File: config.mk
export PLATFORM = sky130hd
export DESIGN_NAME = multicycle_ctrl_fsm
export DESIGN_NICKNAME = d
export VERILOG_FILES = /design/src/rtl/multicycle_ctrl_fsm.sv
export SDC_FILE = /design/constraint.sdc
export NUM_CORES = 1
export LEC_CHECK = 0
export ABC_CLOCK_PERIOD_IN_PS = 6100
export CORE_MARGIN = 2
export CORE_UTILIZATION = 40
export DETAILED_ROUTE_END_ITERATION = 8
export MAX_ROUTING_LAYER = met4
export PLACE_DENSITY = 0.67
export RECOVER_POWER = 25
export SKIP_CTS_REPAIR_TIMING = 1
export SLEW_MARGIN = 20
export SYNTH_ARGS = -nofsm -noshare
export SYNTH_HDL_FRONTEND = slang
export SYNTH_SLANG_ARGS = --single-unit
File: constraint.sdc
create_clock -name clk -period 6.1 [get_ports clk]
set_clock_uncertainty 0.15 [all_clocks]
set_input_delay 1.22 -clock clk [delete_from_list [all_inputs] [get_ports clk]]
set_output_delay 1.22 -clock clk [all_outputs]
set_load 0.1 [all_outputs]
File: src/rtl/multicycle_ctrl_fsm.sv
// Multi-cycle MIPS control unit: walks the shared datapath through fetch/decode/execute/
// memory/writeback, handshakes with memory via mem_ready and traps on bad opcodes or bus timeouts.
//
//  state    | meaning
//  ---------+-------------------------------------------------
//  FETCH    | read instruction at PC, PC += 4 on mem_ready
//  DECODE   | branch target -> ALUOut, dispatch on opcode
//  MEM_ADDR | effective address rs + imm
//  MEM_RD   | load access, wait for mem_ready
//  MEM_WB   | MDR -> rt
//  MEM_WR   | store access, wait for mem_ready
//  R_EX     | rs op rt (funct-decoded)
//  R_WB     | ALUOut -> rd
//  BRANCH   | compare rs/rt, conditional PC <- ALUOut
//  JUMP     | PC <- jump target
//  I_EX     | rs op imm (opcode-decoded)
//  I_WB     | ALUOut -> rt
//  TRAP     | halted until reset
module multicycle_ctrl_fsm #(
   parameter int MEM_TIMEOUT = 16
) (
   input  logic        clk,
   input  logic        rst_n,
   input  logic [5:0]  opcode,
   input  logic        zero,
   input  logic        mem_ready,
   output logic        pc_write,
   output logic        ir_write,
   output logic        iord,
   output logic        mem_read,
   output logic        mem_write,
   output logic        reg_write,
   output logic        reg_dst,
   output logic        mem_to_reg,
   output logic        alu_src_a,
   output logic [1:0]  alu_src_b,
   output logic [1:0]  alu_op,
   output logic [1:0]  pc_source,
   output logic [3:0]  state,
   output logic        halted,
   output logic [1:0]  trap_cause,
   output logic [31:0] retired
);

   typedef enum logic [3:0] {
      S_FETCH    = 4'd0,
      S_DECODE   = 4'd1,
      S_MEM_ADDR = 4'd2,
      S_MEM_RD   = 4'd3,
      S_MEM_WB   = 4'd4,
      S_MEM_WR   = 4'd5,
      S_R_EX     = 4'd6,
      S_R_WB     = 4'd7,
      S_BRANCH   = 4'd8,
      S_JUMP     = 4'd9,
      S_I_EX     = 4'd10,
      S_I_WB     = 4'd11,
      S_TRAP     = 4'd12
   } state_t;

   localparam bit         TIMEOUT_EN = (MEM_TIMEOUT != 0);
   localparam logic [7:0] WAIT_LAST  = 8'(MEM_TIMEOUT - 1);

   state_t      state_q, state_d;
   logic [7:0]  wait_q, wait_d;
   logic [1:0]  cause_q, cause_d;
   logic [31:0] retired_q, retired_d;
   logic        retire;
   logic        timeout;

   always_ff @(posedge clk) begin
      if (!rst_n) begin
         state_q   <= S_FETCH;
         wait_q    <= 8'd0;
         cause_q   <= 2'b00;
         retired_q <= 32'd0;
      end else begin
         state_q   <= state_d;
         wait_q    <= wait_d;
         cause_q   <= cause_d;
         retired_q <= retired_d;
      end
   end

   assign timeout = TIMEOUT_EN && !mem_ready && (wait_q == WAIT_LAST);

   always_comb begin
      state_d    = state_q;
      wait_d     = 8'd0;
      cause_d    = cause_q;
      retire     = 1'b0;
      pc_write   = 1'b0;
      ir_write   = 1'b0;
      iord       = 1'b0;
      mem_read   = 1'b0;
      mem_write  = 1'b0;
      reg_write  = 1'b0;
      reg_dst    = 1'b0;
      mem_to_reg = 1'b0;
      alu_src_a  = 1'b0;
      alu_src_b  = 2'b00;
      alu_op     = 2'b00;
      pc_source  = 2'b00;
      halted     = 1'b0;

      unique case (state_q)
         S_FETCH: begin
            mem_read  = 1'b1;
            alu_src_b = 2'b01;
            pc_write  = mem_ready;
            ir_write  = mem_ready;
            if (mem_ready) begin
               state_d = S_DECODE;
            end else if (timeout) begin
               state_d = S_TRAP;
               cause_d = 2'b10;
            end else begin
               wait_d = wait_q + 8'd1;
            end
         end
         S_DECODE: begin
            alu_src_b = 2'b11;
            case (opcode)
               6'h00:                      state_d = S_R_EX;
               6'h23, 6'h2B:               state_d = S_MEM_ADDR;
               6'h04, 6'h05:               state_d = S_BRANCH;
               6'h02:                      state_d = S_JUMP;
               6'h08, 6'h0A, 6'h0C, 6'h0D: state_d = S_I_EX;
               default: begin
                  state_d = S_TRAP;
                  cause_d = 2'b01;
               end
            endcase
         end
         S_MEM_ADDR: begin
            alu_src_a = 1'b1;
            alu_src_b = 2'b10;
            state_d   = (opcode == 6'h23) ? S_MEM_RD : S_MEM_WR;
         end
         S_MEM_RD, S_MEM_WR: begin
            iord      = 1'b1;
            mem_read  = (state_q == S_MEM_RD);
            mem_write = (state_q == S_MEM_WR);
            if (mem_ready) begin
               state_d = (state_q == S_MEM_RD) ? S_MEM_WB : S_FETCH;
               retire  = (state_q == S_MEM_WR);
            end else if (timeout) begin
               state_d = S_TRAP;
               cause_d = 2'b10;
            end else begin
               wait_d = wait_q + 8'd1;
            end
         end
         S_MEM_WB: begin
            reg_write  = 1'b1;
            mem_to_reg = 1'b1;
            state_d    = S_FETCH;
            retire     = 1'b1;
         end
         S_R_EX: begin
            alu_src_a = 1'b1;
            alu_op    = 2'b10;
            state_d   = S_R_WB;
         end
         S_R_WB: begin
            reg_write = 1'b1;
            reg_dst   = 1'b1;
            state_d   = S_FETCH;
            retire    = 1'b1;
         end
         S_I_EX: begin
            alu_src_a = 1'b1;
            alu_src_b = 2'b10;
            alu_op    = 2'b11;
            state_d   = S_I_WB;
         end
         S_I_WB: begin
            reg_write = 1'b1;
            state_d   = S_FETCH;
            retire    = 1'b1;
         end
         S_BRANCH: begin
            alu_src_a = 1'b1;
            alu_op    = 2'b01;
            pc_source = 2'b01;
            pc_write  = ((opcode == 6'h04) && zero) || ((opcode == 6'h05) && !zero);
            state_d   = S_FETCH;
            retire    = 1'b1;
         end
         S_JUMP: begin
            pc_source = 2'b10;
            pc_write  = 1'b1;
            state_d   = S_FETCH;
            retire    = 1'b1;
         end
         default: begin
            halted  = 1'b1;
            state_d = S_TRAP;
         end
      endcase

      retired_d = retire ? retired_q + 32'd1 : retired_q;

      // Reset takes effect at the edge, but requests must drop as soon as rst_n falls.
      if (!rst_n) begin
         pc_write  = 1'b0;
         ir_write  = 1'b0;
         mem_read  = 1'b0;
         mem_write = 1'b0;
         reg_write = 1'b0;
      end
   end

   assign state      = state_q;
   assign trap_cause = cause_q;
   assign retired    = retired_q;

endmodule

==> results by group, run 1 <==
Logic synthesis
  – Syn Std Cell Area: around 0.0025 mm2
  – Syn_area_per_cell: approximately 7.7 um2
  – Async SR Flop Fraction: 0%
  – Post-synth EDFFs: 0
  – Prevailing post-synth register cell: dfxtp_1
  – Seq cells post-synth: 46
  – Synth unique cells: between 40 and 50
  – Sequential share of the synthesized area: a little under two fifths
  – Post-synthesis cell count: 324
  – Mapped Nets: about 340
  – Yosys Warn Count: 0

Clock tree
  – Clk slew on worst S/H paths: roughly 0.080 ns
  – H-tree depth: 2
  – CTS tree: done
  – Clk root buf: clkbuf_8
  – Clock tree buffer depth: 2
  – Number of CTS-inserted buffers: 5
  – Clk sinks: 46
  – Clock Latency Late Sink: 0.29 ns

Outcome
  – Outcome: completed

Floorplan
  – Die Span X: roughly 83 um
  – Initial core utilization: 41.7%
  – Core Rows: 28
  – Die Ht: 83.0 um
  – Die area: 0.00689 mm2
  – Core ar.: around 0.006 mm2
  – Ports: 64

STA
  – Setup TNS Final: 0 ns
  – Min cycle time layout: about 4.8 ns
  – Relative slew slack: approximately 32%
  – Period utilisation layout: between 70 and 80%
  – Hold Violations, Final: 0
  – RSZ-0062 raised after global routing: no
  – # setup viols final: 0
  – Max Clk Rate: ~0.21 GHz
  – Measured slew at the worst slew-check pin: 1.01 ns
  – Slew Limit Fails: 0

Setup path
  – Arr. time, crit path: approximately 3.4 ns
  – Required time of the worst setup path: 4.73 ns
  – R2R depth: 5
  – Crit path max fanout: 10
  – Endpoint class of the critical path: output pin
  – Worst path most repeated cell: clkdlybuf4s50_1
  – CP Class: in -> out
  – CP max stage delay: about 1.2 ns
  – Crit-path cells: clkdlybuf4s50_1, nand2_1, nor3_1, clkdlybuf4s50_1
  – Critical path's slowest cell: clkdlybuf4s50_1
  – R2R Setup Slk: between 2 and 3 ns
  – Critical Path Source Type: input port

Cells and area
  – NumNets Final: 390
  – Cell Count, Final, Fillers Out: roughly 450
  – Fraction of layout cells with a size suffix above 1: roughly 4.2%
  – Area delta synth->final: 30.5%
  – Fin area: 0.00326 mm2
  – # diodes: 0
  – Fin util: about 54%

Placed design
  – Final HPWL DP: 4.21 mm
  – Placed Area: roughly 0.0032 mm2
  – Placed Instances: around 450
  – GPL Wtd Cong: slightly below 0.9
  – Port Buffers: 63

Min path
  – Hold Crit Class: reg -> reg
  – Hold path depth: 1

Global route
  – Grt ovf: 0
  – Initial antenna violation count: 0
  – First-pass GRT wire length: approximately 10 mm
  – Largest net degree at the start of global routing: 35
  – Vias in the first global route: 2214
  – All-layer global routing usage: 17.5%

Detailed routing
  – Routed Antenna Nets: 0
  – DRT Wirelength: ~5.9 mm
  – DR vias/cell: between 5 and 6
  – Initial drt markers: approximately 140
  – Pre-Repair DR Iteration Count: 4
  – WL/cell: 13.0 um
  – Vias post-DR: ~2.4k
  – Remaining DRCs: 0

Pwr
  – Leak: approximately 1.1 nW
  – Max IR drop VDD: ~110 uV
  – Pwr dens: between 200 and 250 mW/mm2

Flow run
  – Max capacitance violation total: 0
==> layout by cell type, fill, tap and decap left out, types with 2 or more instances in the layout <==
master / netlist / routed
nor2_1: 59 / 59
clkdlybuf4s50_1: 0 / 48
dfxtp_1: 46 / 46
xnor2_1: 30 / 30
nand2_1: 28 / 28
nor4_1: 18 / 18
a21oi_1: 13 / 13
nand3_1: 13 / 13
nor3_1: 14 / 12
dlygate4sd3_1: 0 / 12
inv_1: 10 / 10
nand4_1: 8 / 8
nand2b_1: 7 / 7
nor2b_1: 6 / 6
xor2_1: 6 / 6
clkbuf_8: 0 / 6
and4_1: 5 / 5
o21ai_0: 4 / 4
or4_1: 4 / 4
buf_4: 1 / 4
or3_1: 3 / 3
mux2i_1: 3 / 3
nor3_2: 0 / 2
a211oi_1: 2 / 2
nand4b_1: 2 / 2
a31oi_1: 2 / 2
o22ai_1: 2 / 2
ha_1: 2 / 2
==> worst paths after layout <==
check                            start                  endpoint
setup / recovery                 rst_n                  mem_read
hold / removal    wait_q[0]$_SDFF_PP0_      wait_q[0]$_SDFF_PP0_
setup reg to reg   state[1]$_SDFF_PN0_  retired[28]$_SDFFE_PN0P_
hold reg to reg   wait_q[0]$_SDFF_PP0_      wait_q[0]$_SDFF_PP0_
==> sequential cells by signal, summed over array words and instances (netlist names) <==
signal / cells
state: 4
wait_q: 8
retired: 32
trap_cause: 2
==> synthesized netlist by cell type (7+ instances only) <==
cell	instances	area [um2]
clkbuf_1	14	52.6
nor4_1	18	113
xnor2_1	30	263
a21oi_1	13	65.1
nor2_1	59	221
nand4_1	8	50.1
dfxtp_1	46	921
nor3_1	14	70.1
nand2_1	28	105
nand2b_1	7	43.8
nand3_1	13	65.1
inv_1	10	37.5
==> power breakdown <==
group          internal (mW)  total, mW  switching (mW)  leakage (nW)
registers              0.305      0.314         0.00973         0.371
logic                 0.0377      0.152           0.114         0.662
clock network         0.0915      0.187          0.0959        0.0482
==> layer usage <==
| layer | wire length, um | GRT usage, % |
|---|---|---|
| met1 | 2820 | 22.9 |
| met2 | 2680 | 27.2 |
| met5 | 0 | - |
| met4 | 74 | 4.32 |
| met3 | 339 | 4.27 |
==> worst max-delay path: cells and delay by family <==
family | cells | cell delay [ns]
and+or+nand+nor | 2 | 0.29
buffers and inverters | 2 | 1.88
==> final cells by class <==
cell class | instances | area [um2]
Multi-Input combinational cell | 249 | 1480
Clock inverter | 1 | 5.00
Timing Repair Buffer | 64 | 631
Fill cell | 589 | 2730
Tap cell | 75 | 93.8
Clock buffer | 7 | 86.3
Inverter | 12 | 45.0
Sequential cell | 46 | 921
==> cell families (layout without fill, tap and decap cells) <==
family / count (synthesis) / count (layout) / share of synthesized area (%)
and+or+nand+nor: 174 / 174 / 34.8
AOI/OAI and AO/OA: 34 / 34 / 8.82
DFF: 46 / 46 / 36.9
buffers and inverters: 29 / 84 / 4.61
adders and majority gates: 2 / 2 / 1.00
muxes: 3 / 3 / 1.20
xor gates and xnor gates: 36 / 36 / 12.6
==> metrics by stage <==
| stage | power (mW) | hold slack, ns | setup WS, ns |
|---|---|---|---|
| finish | 0.653 | 0.298 | 1.34 |
| global route | 0.680 | 0.321 | 1.23 |
| floorplan | 0.439 | 0.268 | 0.00626 |
| detailed placement | 0.474 | 0.291 | 1.36 |
| CTS | 0.664 | 0.303 | 1.35 |
| global placement | 0.473 | 0.280 | 1.37 |
(Power assumes the default switching activity.)
==> run 2: changes to the inputs <==
--- a/config.mk
+++ b/config.mk
@@ -5,7 +5,7 @@
 export SDC_FILE = /design/constraint.sdc
 export NUM_CORES = 1
 export LEC_CHECK = 0
-export ABC_CLOCK_PERIOD_IN_PS = 6100
+export ABC_CLOCK_PERIOD_IN_PS = 4500
 export CORE_MARGIN = 2
 export CORE_UTILIZATION = 40
 export DETAILED_ROUTE_END_ITERATION = 8
==> constraint.sdc (replaced) <==
create_clock -name clk -period 4.5 [get_ports clk]
set_clock_uncertainty 0.15 [all_clocks]
set_input_delay 0.9 -clock clk [delete_from_list [all_inputs] [get_ports clk]]
set_output_delay 0.9 -clock clk [all_outputs]
set_load 0.1 [all_outputs]
==> run 2 against run 1 <==
Final cell count up 0.44%. Critical endpoint is now pc_write. First-iteration DRC count fell by 9.6%. Utilization rose by 0.92 points. Design area grew 1.7%. Critical path type unchanged. Combinational power increased by 39%. Non-clock buffer count rose by 2. Highest routed layer unchanged. Clock-buffer cell count increased by 1.
==> results by group, run 2 (same netlist as run 1, synthesis figures left out) <==
Floorplan
  – Core Rows: 28
  – Die Span X: between 80 and 90 um
  – Die Ht: about 83 um
  – Ports: 64
  – Initial core utilization: 41.7%
  – Die area: between 0.006 and 0.007 mm2
  – Core ar.: between 0.005 and 0.006 mm2

Placed design
  – Placed Area: approximately 0.0032 mm2
  – Port Buffers: 63
  – Final HPWL DP: ~4.3 mm
  – GPL Wtd Cong: between 0.8 and 0.9

Cells and area
  – Area delta synth->final: 32.7%
  – Fin util: a little under three fifths
  – Commonest non-fill, non-tap cell in the layout: nor2_1
  – Most frequent cells in the layout: 58 x nor2_1, 50 x clkdlybuf4s50_1, 46 x dfxtp_1, 30 x xnor2_1, 28 x nand2_1
  – # diodes: 0
  – Largest register FFs: 32
  – Fraction of layout cells with a size suffix above 1: under 10%
  – Fin area: 0.00331 mm2
  – NumNets Final: about 400

STA
  – Min cycle time layout: between 3 and 4 ns
  – Slew Limit Fails: 0
  – Period utilisation layout: between 80 and 90%
  – Relative slew slack: between 10% and 20%
  – Max Clk Rate: roughly 0.26 GHz
  – Measured slew at the worst slew-check pin: approximately 1.3 ns
  – # setup viols final: 0
  – Hold Violations, Final: 0
  – RSZ-0062 raised after global routing: no

Setup path
  – Crit path max fanout: 5
  – Endpoint class of the critical path: output pin
  – Critical path's slowest cell: dlygate4sd3_1
  – Reg-to-Reg Start: state[1]$_SDFF_PN0_
  – CP max stage delay: approximately 0.6 ns
  – Required time of the worst setup path: 3.45 ns
  – Arr. time, crit path: around 2.7 ns
  – Crit path launch: opcode[5]
  – Crit-path cells: dlygate4sd3_1, or2_2, nor2_1, nand4_1, a21oi_1, nor4b_4, buf_12
  – CP Class: in -> out
  – Crit path max-delay family: simple AND/OR/NAND/NOR gates
  – Critical Path Source Type: input port
  – Worst path bufs/invs: 2

Detailed routing
  – Remaining DRCs: 0
  – Routed Antenna Nets: 0
  – Initial drt markers: around 120
  – DR vias/cell: 5.24
  – WL/cell: about 13 um
  – DRT Wirelength: about 5.9 mm
  – Vias post-DR: 2390
  – Pre-Repair DR Iteration Count: 4

Clock tree
  – Clock tree buffer depth: 2
  – Clk root buf: clkbuf_8
  – Clk slew on worst S/H paths: roughly 0.08 ns
  – Clock Latency Late Sink: roughly 0.29 ns
  – H-tree depth: 2
  – Clk sinks: 46
  – CTS tree: done
  – Number of CTS-inserted buffers: 5

Outcome
  – Outcome: completed

Global route
  – First-pass GRT wire length: 10.4 mm
  – All-layer global routing usage: 18.0%
  – Initial antenna violation count: 0
  – Grt ovf: 0
  – Largest net degree at the start of global routing: 32
  – Vias in the first global route: between 2k and 2.5k

Min path
  – Hold Crit Class: reg -> reg
  – Worst Hold Launch: wait_q[0]$_SDFF_PP0_

Pwr
  – Pwr dens: about 280 mW/mm2
  – Leak: 1.09 nW
  – Max IR drop VDD: around 170 uV

Flow run
  – Max capacitance violation total: 0
[run 2: cell types whose count changed in the layout (fill, tap and decap cells not counted), sizes merged]
| cell | before | now |
|---|---|---|
| buf | 4 | 12 |
| clkdlybuf4s50 | 48 | 50 |
| clkinv | 2 | 1 |
| dlygate4sd3 | 12 | 3 |
| clkbuf | 7 | 9 |
[run 2: metrics by stage]
step / setup WS [ns] / cells / setup TNS [ns] / hold WS [ns] / total power, mW
finish: 0.709 / 456 / 0 / 0.324 / 0.923
global placement: 0.879 / 448 / 0 / 0.281 / 0.649
CTS: 0.798 / 456 / 0 / 0.334 / 0.936
detailed placement: 0.798 / 448 / 0 / 0.320 / 0.651
floorplan: -0.539 / 324 / -1.29 / 0.268 / 0.597
global route: 0.586 / 456 / 0 / 0.349 / 0.964
[run 2: final timing paths]
kind                              end  slack, ns  depth (start not counted)
min              wait_q[0]$_SDFF_PP0_       0.32                          1
max                          pc_write       0.71                          7
max reg2reg  retired[28]$_SDFFE_PN0P_       1.15                          6
min reg2reg      wait_q[0]$_SDFF_PP0_       0.32                          1
[run 2: power by group]
part / total, mW / internal, mW / switching, mW
Combinational: 0.212 / 0.0559 / 0.156
Sequential: 0.427 / 0.413 / 0.0144
Clock: 0.284 / 0.155 / 0.129
[run 2: area by class of cell]
class	count	area, um2
multi-input cells	249	1490
inverters	12	45.0
fillers	545	2680
well taps	75	93.8
clock buffers	8	110
flip-flops and latches	46	921
repair buffers	66	649
[run 2: worst reg2reg max path, cell delays in order, from the launching register on]
cell	delay, ns
dfxtp_1	0.78
nor2b_1	0.22
a2111o_1	0.40
clkbuf_1	0.53
or4_1	0.76
or3_1	0.33
a21oi_1	0.13
[run 2: per-layer routing]
layer / track usage (%) / routed length (um)
met1: 24.8 / 2980
met2: 27.3 / 2650
met3: 3.38 / 267
met4: 4.47 / 39
met5: - / 0
